`config.mk`:
```
export PLATFORM = sky130hd
export DESIGN_NAME = serial_adder
export DESIGN_NICKNAME = d
export VERILOG_FILES = /design/src/rtl/adder_pkg.sv /design/src/rtl/serial_adder_fa.sv /design/src/rtl/serial_adder.sv
export SDC_FILE = /design/constraint.sdc
export NUM_CORES = 1
export LEC_CHECK = 0
export CORE_MARGIN = 2
export CORE_UTILIZATION = 55
export DETAILED_ROUTE_END_ITERATION = 6
export PLACE_DENSITY = 0.82
export SLEW_MARGIN = 15
export SYNTH_ARGS = -nofsm -noshare
export SYNTH_HDL_FRONTEND = slang
export SYNTH_SLANG_ARGS = --single-unit
```
`constraint.sdc`:
```
create_clock -name clk -period 4 [get_ports clk]
set_clock_uncertainty 0.15 [all_clocks]
set_input_delay 0.4 -clock clk [delete_from_list [all_inputs] [get_ports clk]]
set_output_delay 0.4 -clock clk [all_outputs]
set_load 0.02 [all_outputs]
```
`src/rtl/adder_pkg.sv`:
```
// Shared definitions for the bit-serial adder: FSM state encoding.
package adder_pkg;

  typedef enum logic [1:0] {
    ST_IDLE = 2'd0,
    ST_RUN  = 2'd1,
    ST_DONE = 2'd2
  } state_t;

endpackage : adder_pkg

```
`src/rtl/serial_adder_fa.sv`:
```
// Single-bit full-adder cell used by the serial adder datapath.
module fa (
  input  logic a,
  input  logic b,
  input  logic ci,
  output logic s,
  output logic c
);

  // Sum and carry of three input bits.
  always_comb begin
    s = a ^ b ^ ci;
    c = (a & b) | (a & ci) | (b & ci);
  end

endmodule : fa

```
`src/rtl/serial_adder.sv`:
```
// Bit-serial ripple adder: adds a + b + ci one bit per cycle through a single
// full-adder cell with a registered carry. Result and carry-out are registered
// and only change on the completion edge.
module serial_adder
  import adder_pkg::*;
#(
  parameter int WIDTH = 8
) (
  input  logic             clk,
  input  logic             rst_n,
  input  logic             start,
  input  logic [WIDTH-1:0] a,
  input  logic [WIDTH-1:0] b,
  input  logic             ci,
  output logic             busy,
  output logic             done,
  output logic [WIDTH-1:0] sum,
  output logic             co
);

  localparam int CW = $clog2(WIDTH + 1);
  localparam logic [CW-1:0] LAST_CNT = CW'(WIDTH - 1);

  state_t           r_state;
  state_t           w_state_nxt;
  logic [WIDTH-1:0] r_sa;
  logic [WIDTH-1:0] r_sb;
  logic [WIDTH-1:0] r_sr;
  logic [WIDTH-1:0] r_sum;
  logic [CW-1:0]    r_cnt;
  logic             r_cr;
  logic             r_co;
  logic             r_busy;
  logic             r_done;

  logic             w_accept;
  logic             w_last;
  logic             w_s;
  logic             w_c;
  logic [WIDTH-1:0] w_sr_nxt;

  fa u_fa (
    .a  (r_sa[0]),
    .b  (r_sb[0]),
    .ci (r_cr),
    .s  (w_s),
    .c  (w_c)
  );

  // Next-state decode; DONE samples start on its exit edge so a held start
  // re-arms with no idle gap (period WIDTH+1).
  always_comb begin
    w_state_nxt = r_state;
    w_accept    = 1'b0;
    w_last      = 1'b0;
    unique case (r_state)
      ST_IDLE: begin
        if (start) begin
          w_accept    = 1'b1;
          w_state_nxt = ST_RUN;
        end
      end
      ST_RUN: begin
        if (r_cnt == LAST_CNT) begin
          w_last      = 1'b1;
          w_state_nxt = ST_DONE;
        end
      end
      ST_DONE: begin
        if (start) begin
          w_accept    = 1'b1;
          w_state_nxt = ST_RUN;
        end else begin
          w_state_nxt = ST_IDLE;
        end
      end
      default: w_state_nxt = ST_IDLE;
    endcase
  end

  // Result shift: new sum bit enters at the MSB (written this way so WIDTH=1 needs no slice).
  always_comb begin
    w_sr_nxt            = r_sr >> 1;
    w_sr_nxt[WIDTH-1]   = w_s;
  end

  // State register, operand/result shifters, bit counter and registered outputs.
  always_ff @(posedge clk or negedge rst_n) begin
    if (!rst_n) begin
      r_state <= ST_IDLE;
      r_sa    <= '0;
      r_sb    <= '0;
      r_sr    <= '0;
      r_sum   <= '0;
      r_cnt   <= '0;
      r_cr    <= 1'b0;
      r_co    <= 1'b0;
      r_busy  <= 1'b0;
      r_done  <= 1'b0;
    end else begin
      r_state <= w_state_nxt;
      r_busy  <= (w_state_nxt != ST_IDLE);
      r_done  <= w_last;
      if (w_accept) begin
        r_sa  <= a;
        r_sb  <= b;
        r_cr  <= ci;
        r_cnt <= '0;
      end else if (r_state == ST_RUN) begin
        r_sr  <= w_sr_nxt;
        r_sa  <= r_sa >> 1;
        r_sb  <= r_sb >> 1;
        r_cr  <= w_c;
        r_cnt <= r_cnt + CW'(1);
        if (w_last) begin
          r_sum <= w_sr_nxt;
          r_co  <= w_c;
        end
      end
    end
  end

  assign busy = r_busy;
  assign done = r_done;
  assign sum  = r_sum;
  assign co   = r_co;

endmodule : serial_adder

```
# ---- Word-level counts from Yosys, hierarchy flattened
# Cells that the tools add are included.
dict set report word_totals {
  ff_bits 42
  input_bits 20
  out_inout_bits 11
  wordCells 44
}
dict set report op_classes {
  addsub 1
  eq_ne 3
  muxes 16
  bitwise 8
  reduce_logical 6
}
# operator n
set op_table {}
lappend op_table {{8-bit 2-to-1 mux} 4}
lappend op_table {{4-bit 2-to-1 mux} 2}
lappend op_table {{1-bit 2-to-1 mux} 7}
lappend op_table {{2-bit case mux with 3 select lines} 1}
lappend op_table {{4-bit by 1-bit adder with 4-bit output (second input constant)} 1}
lappend op_table {{4-bit by 3-bit equality test with 1-bit output (second input constant)} 1}
lappend op_table {{2-bit 2-to-1 mux} 2}
lappend op_table {{2-bit nonzero test} 2}
lappend op_table {{1-bit AND} 3}
lappend op_table {{3-bit AND reduction} 1}
lappend op_table {{2-bit by 1-bit equality test with 1-bit output (second input constant)} 1}
lappend op_table {{2-bit equality test (second input constant)} 1}
lappend op_table {{2-bit logical NOT} 1}
lappend op_table {{1-bit OR} 2}
lappend op_table {{2-bit AND reduction} 1}
lappend op_table {{2-bit OR reduction} 1}
lappend op_table {{1-bit XOR} 2}
lappend op_table {{1-bit inverter} 1}

# ---- Longest topological paths before layout
# Gate-level depths: netlist (run 1).
dict set report logic_depth {
  depth_word 5
  ltp_mapped 5
  depth_no_buf 4
}

# ---- Cells and area by module
# From an unflattened synthesis (run 1), not the netlist that was laid out.
dict set report unflattened {
  cells_unflattened 164
  hier_area_um2 1725.4
}
# mod n_inst cells_each area_per_inst_um2 seq_area_each_um2
set modules_own_cells {}
lappend modules_own_cells {serial_adder 1 163 1705.4 1026.0}
lappend modules_own_cells {fa 1 1 20.0 0.0}

# ---- Worst setup path before layout (run 1)
# OpenSTA, ideal clock, no wires.
dict set report synth_timing {
  kind {reg-to-reg}
  from {reg r_state[1]}
  to {reg r_co (netlist: co)}
  setup_ns 0.125
  arrival_ns 1.338
  t_required_ns 3.725
  setup_slack_ns 2.387
  stages_incl_launch_ff 5
  path_buffers 1
  period_less_slack_ns 1.613
  cell_sequence {dfrtp_1 -> nand2b_1 -> buf_6 -> nor3_4 -> mux2_2}
}
dict set report synth_between {
  elab_chain_len 5
  elab_cells_between_ends 8
  classes_between {eq/ne: 2; mux: 2; bitwise: 1; reduce/logical: 3}
}
# item line_no
set synth_rtl {}
lappend synth_rtl {{start, declared} serial_adder.sv:24} ;# state_t r_state;
lappend synth_rtl {{start signal, assigned} serial_adder.sv:101} ;# r_state <= w_state_nxt;
lappend synth_rtl {{2-bit equality test or 2-bit logical NOT (tied branches)} serial_adder.sv:56} ;# unique case (r_state)
lappend synth_rtl {{2-bit OR reduction (no line)} -}
lappend synth_rtl {{1-bit 2-to-1 mux} -}
lappend synth_rtl {{1-bit inverter (no line)} -}
lappend synth_rtl {{3-bit AND reduction (no line) (*)} -}
lappend synth_rtl {{end signal, assigned} serial_adder.sv:117} ;# r_co <= w_c;
lappend synth_rtl {{end, declared} serial_adder.sv:32} ;# logic r_co;
# Every way passes the cells marked *; elsewhere a longest branch is shown, timed or not.
# A chain may end at the register's enable or synchronous reset.

# ---- Worst setup path after layout (run 1)
# Same ends and word-level chain as after synthesis.

==> impl_metrics.ini, run 1 <==
[outcome]
outcome = finished clean

[die]
core-area_um2 = 2980
rows = 20
start_util_pct = 56.8
die_x_um = 59.5
die_h_um = 59.5
io_pins = 31
dieArea_um2 = 3540

[yosys]
synthTopCellsByArea = dfrtp_1, nand2_1, mux2_2
synth_area_um2 = 1690
ys_ff_latch = 41
ys_seq_area_share_pct = 60.7
avgSynthCellArea_um2 = 10.4
synth_warnings = 0
synth.top_cell.area_share_pct = 60.7
synth_area_leader_cell = dfrtp_1
syn_nets = 184
synth_cell_types = 26
syn_inst = 162

[detailed_routing]
drc = 0
first_pass_iters = 4
vias = 1231
wirelength_um = 3090
wl_per_cell_um = 13.9
viasPerCell = 5.52
ant_nets = 0
drt_iter0_drc = 41

[critical_path]
path_max_fanout = 26
reg2reg_from = r_state[1]
rr_endpoint = co
rr_worst_depth = 3
r2r_slack_ps = 1700
worstSetupPathType = flip-flop to flip-flop
arrival_ps = 2380
end_kind = flip-flop
cp_data_required_time_ps = 4080
worstSetupStartpointType = flip-flop
crit_path_start = r_state[1]

[timing]
drv_slew = 0
fmax_ghz = 0.434
final.setup.worst_slack_ps = 1700
period_needed_ps = 2300
rsz0062_at_grt = no
finalCritPeriodShare_pct = 57.6
setup_tns_ps = 0
worstMarginPinSlew_ps = 975
hold_violations = 0
relSlewSlack_pct = 35.0
setup_viol = 0

[clock_network]
cts_setup_buffers = 0
cts_buffers = 5
clock_sinks = 41
cts_htree_levels = 2
clk_pin_slew_ps = 110
cts_tree = built
cts_root_buffer = clkbuf_4
holdBufCountCts = 0
clockBufferDepth = 2
insertion_delay_ps = 340
postCtsResizedCells = 0

[global_route]
grt_max_degree = 42
antenna_found_initial = 0
grt_pass1_vias = 1173
grt_usage_pct = 20.3
grt_pass1_wl_um = 5330
grt_overflow = 0

[finish]
nNetsFinal = 212
stdcell_area_um2 = 2040
insertedDiodeCount = 0
syn_to_final_growth_pct = 20.6
nFillCells = 234
drive_gt1_share_pct = 9.47
final_cell_count_no_fill = 223

[placement]
io_buffers = 30
post_dp_cell_area_um2 = 1990
dp_hpwl_um = 2080
placedCellCount = 216
pre_cts_ws_ps = 1730
routabilityCongestion = 0.731

[power_and_ir_drop]
p_sw_uw = 585
comb_power_share_pct = 40.8
p_total_mw = 1.55
p_leak_nw = 0.928
ir_drop_mv = 0.493
switching_share_pct = 37.6
seqPwrFrac_pct = 46.1
intPower_uw = 970
power.density_nw_per_um2 = 762
clock_power_share_pct = 13.1

[flow_run]
cap_violations = 0

[worst_hold_path]
hp-class = input pin to asynchronous set/reset pin
==> state kept, by name (all words and copies together) (netlist names) <==
signal	count
r_state	2
r_sr	7
r_cnt	4
done	1
r_sb	8
r_sa	8
busy	1
r_cr	1
co	1
sum	8
==> critical path: stages, from the launching register on <==
cell and delay, ps:
dfrtp_1 400, nand2b_1 590, nor3_4 640, mux2_2 400
==> worst max-delay path by stage <==
stage	end	slack, ps	cells past startpoint
final	co	1700	3
after global routing	sum[1]	1510	3
after CTS	sum[5]	1700	3
after detailed placement	sum[5]	1730	3
after global placement	sum[6]	1800	3
after floorplan	co	2390	4
==> cell usage after synthesis <==
cell / n
a21oi_1: 2
a22o_1: 2
a22oi_1: 3
a31oi_1: 9
and2b_1: 1
buf_2: 4
buf_6: 1
clkbuf_1: 5
dfrtp_1: 41
fa_1: 1
ha_1: 1
inv_1: 1
mux2_2: 9
nand2_1: 46
nand2b_1: 2
nand3_1: 4
nand3b_1: 1
nor2_1: 15
nor2b_1: 1
nor3_1: 4
nor3_4: 1
o21ai_0: 2
o22ai_1: 3
or3_1: 1
xnor2_1: 1
xor2_1: 1
==> area by class of cell <==
| cell class | instances | area [µm²] | share of cell area (%) |
|---|---|---|---|
| Inverter | 1 | 3.75 | 0.184 |
| Multi-Input combinational cell | 110 | 612 | 30.0 |
| Sequential cell | 41 | 1030 | 50.3 |
| Clock buffer | 7 | 55.1 | 2.70 |
| Tap cell | 33 | 41.3 | 2.02 |
| Timing Repair Buffer | 31 | 303 | 14.8 |
==> through the flow <==
stage | util [%] | hold WS (ps)
2_1_floorplan | - | -45.6
5_1_grt | 68.5 | 72.2
4_1_cts | 68.5 | 35.3
6_report | 68.5 | 7.01
3_5_place_dp | 66.7 | 324
3_3_place_gp | 66.7 | 330
==> cell families after synthesis <==
logic type	Yosys count	share of synthesized area, %
AOI/OAI and AO/OA	21	7.99
muxes	9	5.99
adders and majority gates	2	1.92
buffers and inverters	11	3.18
DFF	41	60.7
xor gates and xnor gates	2	1.04
and+or+nand+nor	76	19.2
==> routing by layer <==
layer / wire length (µm) / part of all wire, % / vias to the layer above / global-route usage (%)
met1: 1360 / 44 / 609 / 26.1
li1: - / - / 593 / -
met4: 56 / 1.8 / 0 / 8.77
met2: 1560 / 51 / 23 / 32.7
met5: 0 / 0 / - / 0
met3: 111 / 3.6 / 6 / 5.24
==> placed cells by master (no fill, tap or decap), types with 3 or more instances in the layout <==
cell,n
nand2_1,46
dfrtp_1,41
clkdlybuf4s50_1,29
nor2_1,15
a31oi_1,9
mux2_2,9
clkbuf_4,5
nor3_1,4
nand3_1,4
o22ai_1,3
a22oi_1,3
==> power groups by stage <==
stage               Clock (mW)  Combinational [mW]  Sequential, mW
global route             0.227               0.714           0.739
finish                   0.204               0.634           0.717
global placement             0               0.617           0.713
detailed placement           0               0.635           0.724
floorplan                    0               0.409           0.749
CTS                      0.213               0.641           0.716
(Power assumes the default switching activity.)
==> run 2: changes to the inputs <==
--- a/config.mk
+++ b/config.mk
@@ -6,9 +6,9 @@
 export NUM_CORES = 1
 export LEC_CHECK = 0
 export CORE_MARGIN = 2
-export CORE_UTILIZATION = 55
+export CORE_UTILIZATION = 51
 export DETAILED_ROUTE_END_ITERATION = 6
-export PLACE_DENSITY = 0.82
+export PLACE_DENSITY = 0.77
 export SLEW_MARGIN = 15
 export SYNTH_ARGS = -nofsm -noshare
 export SYNTH_HDL_FRONTEND = slang
==> constraint.sdc (replaced) <==
create_clock -name clk -period 2.2 [get_ports clk]
set_clock_uncertainty 0.15 [all_clocks]
set_input_delay 0.22 -clock clk [delete_from_list [all_inputs] [get_ports clk]]
set_output_delay 0.22 -clock clk [all_outputs]
set_load 0.02 [all_outputs]
==> run 2 against run 1 <==
Critical path depth is 1 higher. Via count rose by 1.9%. Setup slack worse by 1300 ps. Largest cell class unchanged. Sequential power increased by 83%. Non-clock buffer count increased by 4. First-iteration DRC count increased by 34%. Final cell count is 7.2% higher.
==> impl_metrics.ini, run 2 (synthesis gave the netlist of run 1 again) <==
[die]
die_x_um = 61.6
core-area_um2 = 3100
die_h_um = 61.6
rows = 20
dieArea_um2 = 3790
start_util_pct = 54.5
io_pins = 31

[timing]
fmax_ghz = 0.561
finalCritPeriodShare_pct = 81.0
setup_tns_ps = 0
worstMarginPinSlew_ps = 864
period_needed_ps = 1780
hold_violations = 0
drv_slew = 0
setup_viol = 0
rsz0062_at_grt = no
whs_ps = 284
final.setup.worst_slack_ps = 419
relSlewSlack_pct = 42.4

[clock_network]
cts_buffers = 5
clockBufferDepth = 2
cts_root_buffer = clkbuf_4
clock_sinks = 41
cts_tree = built
cts_htree_levels = 2
clk_pin_slew_ps = 110
postCtsResizedCells = 0
insertion_delay_ps = 350

[detailed_routing]
vias = 1254
ant_nets = 0
first_pass_iters = 5
viasPerCell = 5.25
wirelength_um = 3460
drc = 0
drt_iter0_drc = 55
wl_per_cell_um = 14.5

[finish]
nNetsFinal = 216
syn_to_final_growth_pct = 25.1
final_common_cell = nand2_1
insertedDiodeCount = 0
final_cell_mix = nand2_1, dfrtp_1, clkdlybuf4s50_1
multi_input_area_um2 = 612
regArea_um2 = 1030
nFillCells = 264
drive_gt1_share_pct = 11.3
final_cell_count_no_fill = 239
stdcell_area_um2 = 2120

[critical_path]
end_kind = flip-flop
crit_path_start = r_cnt[0]
cp_data_required_time_ps = 2290
worstSetupStartpointType = flip-flop
arrival_ps = 1870
reg2reg_from = r_cnt[0]
path_max_fanout = 10
worstSetupPathType = flip-flop to flip-flop

[power_and_ir_drop]
power.density_nw_per_um2 = 1430
ir_drop_mv = 0.695
p_leak_nw = 0.960

[worst_hold_path]
hp-start = a[7]
hp-class = input pin to flip-flop

[global_route]
grt_usage_pct = 21.8
grt_overflow = 0
antenna_found_initial = 0
grt_pass1_vias = 1250
grt_pass1_wl_um = 5760
grt_max_degree = 42

[placement]
io_buffers = 30
pre_cts_ws_ps = 438
routabilityCongestion = 0.713
placedCellCount = 230
dp_hpwl_um = 2340
post_dp_cell_area_um2 = 2020

[flow_run]
cap_violations = 0

[outcome]
outcome = finished clean
## run 2: changes by cell type in the layout (fill, tap and decap cells not counted)
cell,before,now
buf_4,1,4
bufinv_16,0,1
dlygate4sd3_1,0,1
## run 2: cell type report
type	count	area share, %
clock buffer	7	2.60
clock inverter	1	1.42
tap	44	2.60
sequential	41	48.5
multi-input combinational	110	28.9
timing repair buffer	35	15.8
inverter	1	0.177
## run 2: critical path, stage by stage, from the launching register on
cell	delay (ps)
dfrtp_1	410
ha_1	180
nand2_1	100
nor3_4	420
mux2_2	410
## run 2: path summary, 6_finish.rpt
kind / to / slack [ps] / depth (start not counted)
min in group asynchronous: busy / 350 / 2
setup reg to reg: sum[3] / 420 / 4
max in group asynchronous: sum[7] / 1000 / 2
hold reg to reg: sum[4] / 370 / 1
hold / removal: r_sa[7] / 280 / 3
setup / recovery: sum[3] / 420 / 4
## run 2: metrics by stage
stage / utilization, % / power [mW]
after floorplan: - / 2.11
after global placement: 65.2 / 2.47
after detailed placement: 65.2 / 2.55
after CTS: 68.2 / 3.06
after global routing: 68.2 / 3.30
final: 68.2 / 3.04
## run 2: metal layers
layer	vias to the layer above	track usage [%]	part of all wire [%]
met2	23	33.8	51
met4	0	9.73	1.1
met5	-	0	0
met3	4	5.88	3.6
li1	606	-	-
met1	621	28.8	44
## run 2: power breakdown
part | total (mW) | switching [mW] | leakage (nW) | internal [mW]
clock | 0.506 | 0.235 | 0.0455 | 0.271
sequential | 1.31 | 0.224 | 0.512 | 1.09
combinational | 1.22 | 0.662 | 0.402 | 0.556
## run 2: repair_timing
item                                   in CTS  in global routing
endpoints found under the hold margin      41                  0
buffers inserted                            0                  0
hold buffers                                1                  0
==> run 3: changes to the inputs <==
--- a/config.mk
+++ b/config.mk
@@ -6,9 +6,9 @@
 export NUM_CORES = 1
 export LEC_CHECK = 0
 export CORE_MARGIN = 2
-export CORE_UTILIZATION = 51
+export CORE_UTILIZATION = 46
 export DETAILED_ROUTE_END_ITERATION = 6
-export PLACE_DENSITY = 0.77
+export PLACE_DENSITY = 0.73
 export SLEW_MARGIN = 15
 export SYNTH_ARGS = -nofsm -noshare
 export SYNTH_HDL_FRONTEND = slang
==> constraint.sdc (replaced) <==
create_clock -name clk -period 1.5 [get_ports clk]
set_clock_uncertainty 0.15 [all_clocks]
set_input_delay 0.15 -clock clk [delete_from_list [all_inputs] [get_ports clk]]
set_output_delay 0.15 -clock clk [all_outputs]
set_load 0.02 [all_outputs]
==> run 3 against run 2 <==
The run now ends with negative setup slack left. Total power up 59%. First-iteration DRC count up 45%. Routed wire length down 0.32%. Global-route usage down 3.8 points. Combinational power up 63%. Critical path depth up 1. Via count up 2.3%. Setup slack worse by 470 ps. Critical path type unchanged.
==> impl_metrics.ini, run 3 (synthesis gave the netlist of run 1 again) <==
[die]
start_util_pct = 46.9
die_h_um = 64.6
dieArea_um2 = 4180
io_pins = 31
core-area_um2 = 3610
rows = 22
die_x_um = 64.6

[timing]
fmax_ghz = 0.644
relSlewSlack_pct = 66.2
period_needed_ps = 1550
final.setup.worst_slack_ps = -51.8
hold_violations = 0
whs_ps = 290
drv_slew = 0
setup_viol = 9
setup_tns_ps = -425
rsz0062_at_grt = yes
worstMarginPinSlew_ps = 507
finalCritPeriodShare_pct = 103

[power_and_ir_drop]
intPower_mw = 3.10
p_sw_mw = 1.72
comb_power_share_pct = 41.4
p_total_mw = 4.81
switching_share_pct = 35.7
ir_drop_mv = 0.951
p_leak_nw = 1.08
power.density_nw_per_um2 = 2100
clock_power_share_pct = 19.1
seqPwrFrac_pct = 39.5

[clock_network]
clock_sinks = 41
clk_pin_slew_ps = 80
cts_htree_levels = 2
cts_tree = built
insertion_delay_ps = 290
clockBufferDepth = 2
cts_root_buffer = clkbuf_8
cts_buffers = 5

[placement]
routabilityCongestion = 0.835
io_buffers = 30
dp_hpwl_um = 2290
pre_cts_ws_ps = -35.2
post_dp_cell_area_um2 = 2150

[detailed_routing]
routedLengthMet1_um = 1600
viasPerCell = 5.09
drt_iter0_drc = 80
highest-signal-layer = met4
wl_met3_um = 98
vias = 1283
wl_met2_um = 1720
first_pass_iters = 4
drc = 0
wl_per_cell_um = 13.7
ant_nets = 0
wirelength_um = 3450

[critical_path]
path_max_fanout = 10
cp_data_required_time_ps = 1530
r2r_slack_ps = -50
cp_num_buf_inv = 1
critPathMaxStageDelay_ps = 380
cp_top_family = flip-flops
cp_cell_sequence = ha_2 -> nand2_2 -> nor3_4 -> buf_12 -> mux2_2
worstSetupStartpointType = flip-flop
crit_path_start = r_cnt[0]
end_kind = flip-flop
worstSetupPathType = flip-flop to flip-flop
reg2reg_from = r_cnt[0]
crit_slowest_cell = dfrtp_1
arrival_ps = 1580

[finish]
drive_gt1_share_pct = 18.6
syn_to_final_growth_pct = 35.7
insertedDiodeCount = 0
final_cell_mix = nand2_1, dfrtp_1, clkdlybuf4s50_1
final_common_cell = nand2_1
nFillCells = 284
stdcell_area_um2 = 2290
nNetsFinal = 225

[global_route]
grt_pass1_vias = 1229
grt_pass1_wl_um = 5710
grt_overflow = 0
antenna_found_initial = 0
grt_usage_pct = 18.0
grt_max_degree = 42

[outcome]
outcome = complete, but fails checks
violations = negative setup slack

[worst_hold_path]
hp-class = input pin to asynchronous set/reset pin

[flow_run]
cap_violations = 0
## run 3: cell count changes in the layout (fill, tap and decap cells not counted), sizes merged
cell	previous run	this run
dlygate4sd2	0	11
clkdlybuf4s50	29	18
buf	5	14
## run 3: worst paths after layout
path | cells after the start | to
max | 5 | sum[6]
min | 3 | r_sr[1]
max reg2reg | 5 | sum[6]
min reg2reg | 2 | r_sr[1]
max in group asynchronous | 3 | r_sb[0]
min in group clk | 3 | r_sb[5]
## run 3: layout make-up
type | instances | area, µm² | share of cell area, %
multi-input combinational | 110 | 646 | 28.1
clock buffer | 7 | 86.3 | 3.76
clock inverter | 1 | 30.0 | 1.31
inverter | 1 | 3.75 | 0.164
tap | 48 | 60.1 | 2.62
timing repair buffer | 44 | 443 | 19.3
sequential | 41 | 1030 | 44.7
## run 3: stage by stage
stage | util [%] | instances
CTS | 62.9 | 252
floorplan | - | 162
global route | 63.6 | 252
detailed placement | 59.5 | 243
global placement | 59.5 | 243
finish | 63.6 | 252
## run 3: power groups by stage
| stage | Sequential, mW | Clock, mW | Combinational (mW) |
|---|---|---|---|
| floorplan | 2.00 | 0 | 1.09 |
| global placement | 1.88 | 0 | 1.93 |
| detailed placement | 1.91 | 0 | 2.00 |
| CTS | 1.89 | 0.927 | 1.95 |
| global route | 1.96 | 0.972 | 2.21 |
| finish | 1.90 | 0.918 | 1.99 |
## run 3: what timing repair did
action	in CTS	in global routing
resized for setup	13	6
buffers inserted	0	0
endpoints found under the hold margin	41	0
hold buffers	1	0
endpoints found under the setup margin	20	18
## run 3: metal layers
layer / vias to the layer above / global-route usage [%]
met5: - / 0
met4: 0 / 7.98
met3: 3 / 3.65
met2: 25 / 28.5
met1: 635 / 24.2
li1: 620 / -
## run 3: worst reg2reg max path, stage by stage (launching register included)
cell and delay (ps):
dfrtp_1 380, ha_2 200, nand2_2 80, nor3_4 150
buf_12 150, mux2_2 330
